$ cat src/rtl/fetch_unit_if.sv
// Instruction-bus handshake between the fetch unit (master) and memory (slave).
// One read in flight at most: address phase via iaddr_ok, data phase via idata_ok.
interface fetch_unit_if;
  logic        ireq;
  logic [31:0] iaddr;
  logic        iaddr_ok;
  logic        idata_ok;
  logic [31:0] irdata;

  modport master (
    output ireq,
    output iaddr,
    input  iaddr_ok,
    input  idata_ok,
    input  irdata
  );

  modport slave (
    input  ireq,
    input  iaddr,
    output iaddr_ok,
    output idata_ok,
    output irdata
  );
endinterface

$ cat src/rtl/fetch_unit.sv
// Single-entry instruction fetch stage: issues one read at pc, buffers the result for decode,
// and follows redirects and flushes. A misaligned pc yields an entry flagged with f_adel.
module fetch_unit #(
  parameter logic [31:0] RESET_PC = 32'hBFC0_0000
) (
  input  logic              clk,
  input  logic              resetn,
  fetch_unit_if.master      ibus,
  input  logic              i_stall,
  input  logic              i_is_jump,
  input  logic              i_is_jr,
  input  logic              i_branch_taken,
  input  logic [31:0]       i_pcjump,
  input  logic [31:0]       i_pcjr,
  input  logic [31:0]       i_pcbranch,
  input  logic              i_flush,
  input  logic [31:0]       i_flush_pc,
  output logic              o_f_valid,
  output logic [31:0]       o_f_raw_instr,
  output logic [31:0]       o_f_pc,
  output logic [31:0]       o_f_pcplus4,
  output logic              o_f_adel
);

  typedef enum logic [1:0] {S_REQ, S_WAIT, S_VALID, S_DROP} state_e;

  state_e      r_state;
  logic [31:0] r_pc;
  logic [31:0] r_instr;
  logic        r_adel;

  logic        w_aligned;
  logic        w_ireq;
  logic        w_req_ok;
  logic        w_accept;
  logic [31:0] w_next_pc;

  assign w_aligned = (r_pc[1:0] == 2'b00);
  // Gated by resetn so no request is visible while reset is held.
  assign w_ireq    = resetn && (r_state == S_REQ) && w_aligned;
  assign w_req_ok  = w_ireq && ibus.iaddr_ok;
  assign w_accept  = (r_state == S_VALID) && !i_stall && !i_flush;

  // Redirects only matter in the accept cycle, where the delay slot leaves fetch.
  always_comb begin
    if (i_is_jr) begin
      w_next_pc = i_pcjr;
    end else if (i_is_jump) begin
      w_next_pc = i_pcjump;
    end else if (i_branch_taken) begin
      w_next_pc = i_pcbranch;
    end else begin
      w_next_pc = r_pc + 32'd4;
    end
  end

  always_ff @(posedge clk) begin
    if (!resetn) begin
      r_state <= S_REQ;
      r_pc    <= RESET_PC;
      r_instr <= 32'h0;
      r_adel  <= 1'b0;
    end else begin
      if (i_flush) begin
        r_pc <= i_flush_pc;
      end else if (w_accept) begin
        r_pc <= w_next_pc;
      end

      unique case (r_state)
        S_REQ: begin
          if (i_flush) begin
            // An accepted address whose data is still outstanding must be drained.
            r_state <= (w_req_ok && !ibus.idata_ok) ? S_DROP : S_REQ;
          end else if (!w_aligned) begin
            r_state <= S_VALID;
            r_instr <= 32'h0;
            r_adel  <= 1'b1;
          end else if (w_req_ok) begin
            if (ibus.idata_ok) begin
              r_state <= S_VALID;
              r_instr <= ibus.irdata;
              r_adel  <= 1'b0;
            end else begin
              r_state <= S_WAIT;
            end
          end
        end
        S_WAIT: begin
          if (ibus.idata_ok) begin
            if (i_flush) begin
              r_state <= S_REQ;
            end else begin
              r_state <= S_VALID;
              r_instr <= ibus.irdata;
              r_adel  <= 1'b0;
            end
          end else if (i_flush) begin
            r_state <= S_DROP;
          end
        end
        S_VALID: begin
          if (i_flush || w_accept) begin
            r_state <= S_REQ;
          end
        end
        S_DROP: begin
          if (ibus.idata_ok) begin
            r_state <= S_REQ;
          end
        end
        default: r_state <= S_REQ;
      endcase
    end
  end

  assign ibus.ireq     = w_ireq;
  assign ibus.iaddr    = r_pc;
  assign o_f_valid     = (r_state == S_VALID);
  assign o_f_raw_instr = r_instr;
  assign o_f_pc        = r_pc;
  assign o_f_pcplus4   = r_pc + 32'd4;
  assign o_f_adel      = r_adel;

endmodule

$ cat src/flat_wrapper.sv
// flat-port wrapper written by rule: the top's interface ports become plain ports
module fetch_unit_flat 
#(
  parameter logic [31:0] RESET_PC = 32'hBFC0_0000
)
  (clk, resetn, i_stall, i_is_jump, i_is_jr, i_branch_taken, i_pcjump, i_pcjr, i_pcbranch, i_flush, i_flush_pc, o_f_valid, o_f_raw_instr, o_f_pc, o_f_pcplus4, o_f_adel, ibus_ireq, ibus_iaddr, ibus_iaddr_ok, ibus_idata_ok, ibus_irdata);
  fetch_unit_if ibus_i ();
  input  logic clk;
  input  logic resetn;
  input  logic i_stall;
  input  logic i_is_jump;
  input  logic i_is_jr;
  input  logic i_branch_taken;
  input  logic [31:0] i_pcjump;
  input  logic [31:0] i_pcjr;
  input  logic [31:0] i_pcbranch;
  input  logic i_flush;
  input  logic [31:0] i_flush_pc;
  output logic o_f_valid;
  output logic [31:0] o_f_raw_instr;
  output logic [31:0] o_f_pc;
  output logic [31:0] o_f_pcplus4;
  output logic o_f_adel;
  output wire logic [$bits(ibus_i.ireq)-1:0] ibus_ireq;
  output wire logic [$bits(ibus_i.iaddr)-1:0] ibus_iaddr;
  input wire logic [$bits(ibus_i.iaddr_ok)-1:0] ibus_iaddr_ok;
  input wire logic [$bits(ibus_i.idata_ok)-1:0] ibus_idata_ok;
  input wire logic [$bits(ibus_i.irdata)-1:0] ibus_irdata;
  assign ibus_ireq = ibus_i.ireq;
  assign ibus_iaddr = ibus_i.iaddr;
  assign ibus_i.iaddr_ok = ibus_iaddr_ok;
  assign ibus_i.idata_ok = ibus_idata_ok;
  assign ibus_i.irdata = ibus_irdata;
  fetch_unit #(.RESET_PC(RESET_PC)) u_core (.clk(clk), .resetn(resetn), .ibus(ibus_i), .i_stall(i_stall), .i_is_jump(i_is_jump), .i_is_jr(i_is_jr), .i_branch_taken(i_branch_taken), .i_pcjump(i_pcjump), .i_pcjr(i_pcjr), .i_pcbranch(i_pcbranch), .i_flush(i_flush), .i_flush_pc(i_flush_pc), .o_f_valid(o_f_valid), .o_f_raw_instr(o_f_raw_instr), .o_f_pc(o_f_pc), .o_f_pcplus4(o_f_pcplus4), .o_f_adel(o_f_adel));
endmodule
$ cat config.mk
export PLATFORM = sky130hd
export DESIGN_NAME = fetch_unit_flat
export DESIGN_NICKNAME = d
export VERILOG_FILES = /design/src/rtl/fetch_unit_if.sv /design/src/rtl/fetch_unit.sv /design/src/flat_wrapper.sv
export SDC_FILE = /design/constraint.sdc
export NUM_CORES = 1
export LEC_CHECK = 0
export CORE_MARGIN = 10
export CORE_UTILIZATION = 30
export CTS_BUF_LIST = sky130_fd_sc_hd__clkbuf_2
export CTS_CLUSTER_DIAMETER = 120
export CTS_CLUSTER_SIZE = 16
export DETAILED_ROUTE_END_ITERATION = 10
export PLACE_DENSITY = 0.79
export SYNTH_ARGS = -nofsm -noshare
export SYNTH_HDL_FRONTEND = slang
export SYNTH_SLANG_ARGS = --single-unit
$ cat constraint.sdc
create_clock -name clk -period 5.5 [get_ports clk]
set_clock_uncertainty 0.2 [all_clocks]
set_input_delay 0.825 -clock clk [delete_from_list [all_inputs] [get_ports clk]]
set_output_delay 0.825 -clock clk [all_outputs]
set_load 0.01 [all_outputs]
==> impl_metrics.yaml <==
clock_tree:
  cts_sinks: 67
  cts_resized: 0
  holdBufCountCts: 0
  post-cts-setup-buffers: 0
  clk_pin_slew_ps: 230
  cts_made_buffers: 9
  clockBufferDepth: 2
  htree_levels: 3
  clkLatencyLatePin_ps: 600
  clockRootBuffer: "clkbuf_2"
  cts_tree: "done"
finish:
  area_growth_pct: 64.0
  utilization_pct: 50.2
  antenna_cells: 0
  fin_nets: 999
  fin_cells: 1022
  drive_gt1_share_pct: 5.88
  final_cell_area_um2: 7600
sta:
  worst_pin_slew_ps: 822
  period_share_pct: 79.1
  fin_tns_setup_ps: 0
  setup_viol: 0
  holdWs_ps: 305
  fmax_mhz: 230
  slew_headroom_pct: 45.0
  hold_viol: 0
  min_period_ps: 4350
  rsz0062_at_grt: "false"
  drv_slew: 0
drt:
  vias_per_cell: 5.62
  drt-initial-drc-count: 414
  drc: 0
  ant_nets: 0
  wl_per_cell_um: 23.2
  first_pass_iters: 5
  vias: 5743
  totalWireLength_mm: 23.7
synthesis:
  yosys_warnings: 0
  syn_nets: 756
  yosysUniqueCellTypes: 72
  synth-main-ff-cell: "dfxtp_1"
  synth_seq_area_share_pct: 28.9
  synth_area_per_cell_um2: 7.91
  synth_area_um2: 4630
  ys_seq_elements: 67
  syn-instance-count: 586
  async_flop_share_pct: 0
  synth-edff-count: 0
worst_setup_path:
  crit_fanout: 10
  cp_slowest_cell: "nor4_2"
  worstPathCellList: "nand4_1 -> nor4_2 -> nand4_1 -> xnor2_1 -> clkdlybuf4s50_1"
  reg2reg_depth: 5
  r2r_setup_slack_ps: 2820
  critPathTopFamily: "simple AND/OR/NAND/NOR gates"
  critPathArrivalTime_ps: 3320
  critical_path_class: "register to output pin"
  cp.required_ps: 4470
  max_stage_delay_ps: 720
  crit_end: "o_f_pcplus4[31]"
  crit_path_end_kind: "output pin"
  critPathLaunchType: "register"
  cpMostUsedCell: "nand4_1"
  cp.depth: 5
  rr_endpoint: "u_core.ibus.iaddr[30]"
  r2r-start: "u_core.r_state[0]"
  cp_num_buf_inv: 1
  crit_path_start: "u_core.ibus.iaddr[4]"
grt:
  grt_pass1_wl_mm: 34.3
  grt_usage_pct: 21.5
  antenna_found_initial: 1
  grt_overflow: 0
  grt_max_degree: 28
  grt_pass1_vias: 5717
pwr:
  sequentialPowerShare_pct: 41.9
  cellPowerDensity_nw_per_um2: 176
  combinationalPowerShare_pct: 36.8
  p_sw_share_pct: 35.9
  peakVddDrop_uv: 102
  p_int_uw: 856
  p_sw_uw: 479
  cellLeakagePower_uw: 0.00275
  clkPwrFrac_pct: 21.3
place:
  port_buffers: 299
  placedInstanceArea_um2: 7500
  routabilityCongestion: 0.875
  dp_hpwl_mm: 18.5
  dp.cells: 1006
die:
  rows: 45
  ios: 300
  die_x_um: 144
  design.die.area_um2: 20800
  initial_core_util_pct: 30.6
  core_um2: 15100
  die_h_um: 144
hold_path:
  hp-class: "register to register"
job:
  drv_cap: 0
outcome:
  status: "complete, no violations"
[metal layers]
metal / global-route usage (%) / vias to the layer above / part of all wire, %
li1: - / 2665 / -
met1: 24.5 / 2723 / 39
met2: 35.6 / 315 / 47
met3: 9.22 / 38 / 11
met4: 6.65 / 2 / 2.2
met5: 0 / - / 0.068
[state kept, by name, indices dropped and copies added (netlist names)]
name,cells
u_core.o_f_raw_instr,32
u_core.o_f_adel,1
u_core.ibus.iaddr,32
u_core.r_state,2
[cell families (layout without fill, tap and decap cells)]
logic type      after synthesis  count (layout)  synth area share, %
mux                           5               5                 1.13
fa+ha+maj                     1               1                0.270
xor+xnor                     25              25                 4.89
buf+inv                      93             341                 10.8
simple gates                201             201                 23.1
compound gates              194             194                 30.8
flops                        67              67                 28.9
[per-stage QoR]
stage,setup slack [ps],total power (µW)
6_report,1150,1340
5_1_grt,1010,1400
4_1_cts,1160,1340
3_5_place_dp,1730,1060
3_3_place_gp,1690,1060
2_1_floorplan,2650,771
[worst min-delay path by stage]
| stage | endpoint | start | depth (start not counted) | slack, ps |
|---|---|---|---|---|
| after detailed placement | u_core.o_f_raw_instr[17] | u_core.o_f_raw_instr[17] | 1 | 250 |
| after CTS | u_core.o_f_raw_instr[13] | u_core.o_f_raw_instr[13] | 1 | 310 |
| after floorplan | u_core.o_f_raw_instr[0] | u_core.o_f_raw_instr[0] | 1 | 310 |
| after global placement | u_core.o_f_raw_instr[16] | u_core.o_f_raw_instr[16] | 1 | 250 |
| after global routing | u_core.o_f_raw_instr[24] | u_core.o_f_raw_instr[24] | 1 | 330 |
| final | u_core.o_f_raw_instr[13] | u_core.o_f_raw_instr[13] | 1 | 300 |
[Yosys cell counts (4+ instances only)]
cell type | number | area share, %
o21a_1 | 8 | 1.3
inv_1 | 11 | 0.89
nor4_1 | 7 | 0.94
o21ai_0 | 33 | 3.6
nand3b_1 | 10 | 1.6
xnor2_1 | 19 | 3.6
buf_1 | 5 | 0.41
nor2_1 | 32 | 2.6
a211oi_1 | 4 | 0.65
dfxtp_1 | 67 | 29
nand2b_1 | 8 | 1.1
o211a_1 | 5 | 1.1
nor3_1 | 13 | 1.4
o211ai_1 | 6 | 0.97
nand3_1 | 22 | 2.4
o311ai_0 | 4 | 0.76
o2111ai_1 | 4 | 0.76
o22ai_1 | 5 | 0.67
nor3b_1 | 4 | 0.65
a21oi_1 | 26 | 2.8
a22o_1 | 33 | 6.2
nor2b_1 | 7 | 0.94
clkbuf_1 | 20 | 1.6
nand4_1 | 14 | 1.9
nand2_1 | 56 | 4.5
and3_1 | 4 | 0.54
xor2_1 | 5 | 0.94
and4_1 | 6 | 1.1
a22oi_1 | 8 | 1.3
a221oi_1 | 8 | 1.5
buf_4 | 34 | 5.5
a221o_1 | 8 | 1.7
a31oi_1 | 9 | 1.2
buf_2 | 18 | 1.9
[cells in the final DEF, fill, tap and decap left out, types with 6 or more instances in the layout]
master	netlist	final
o21ai_0	33	33
a22o_1	33	33
clkdlybuf4s50_1	0	296
dfxtp_1	67	67
buf_4	34	12
a22oi_1	8	8
nand4_1	14	14
nor2_1	32	31
and4_1	6	6
a31oi_1	9	9
o21a_1	8	8
nand3_1	22	22
inv_1	11	11
nor2b_1	7	6
nand2_1	56	56
xnor2_1	19	19
nor4_1	7	7
a21oi_1	26	25
a221o_1	8	8
nand2b_1	8	8
o211ai_1	6	6
a221oi_1	8	8
nor3_1	13	13
clkbuf_2	2	9
nand3b_1	10	10
[power groups by stage]
| stage | combinational [µW] | sequential [µW] | clock [µW] |
|---|---|---|---|
| 2_1_floorplan | 209 | 562 | 0 |
| 6_report | 491 | 560 | 284 |
| 3_5_place_dp | 490 | 569 | 0 |
| 3_3_place_gp | 488 | 568 | 0 |
| 5_1_grt | 524 | 566 | 306 |
| 4_1_cts | 492 | 559 | 291 |
[final cells by class]
class | instances | area [µm²]
Fill cell | 1494 | 7550
Timing Repair Buffer | 311 | 3070
Multi-Input combinational cell | 426 | 2810
Sequential cell | 67 | 1340
Tap cell | 188 | 235
Inverter | 14 | 52.6
Clock inverter | 7 | 50.0
Clock buffer | 9 | 45.0
No activity file was read; power rests on OpenSTA's default activity.
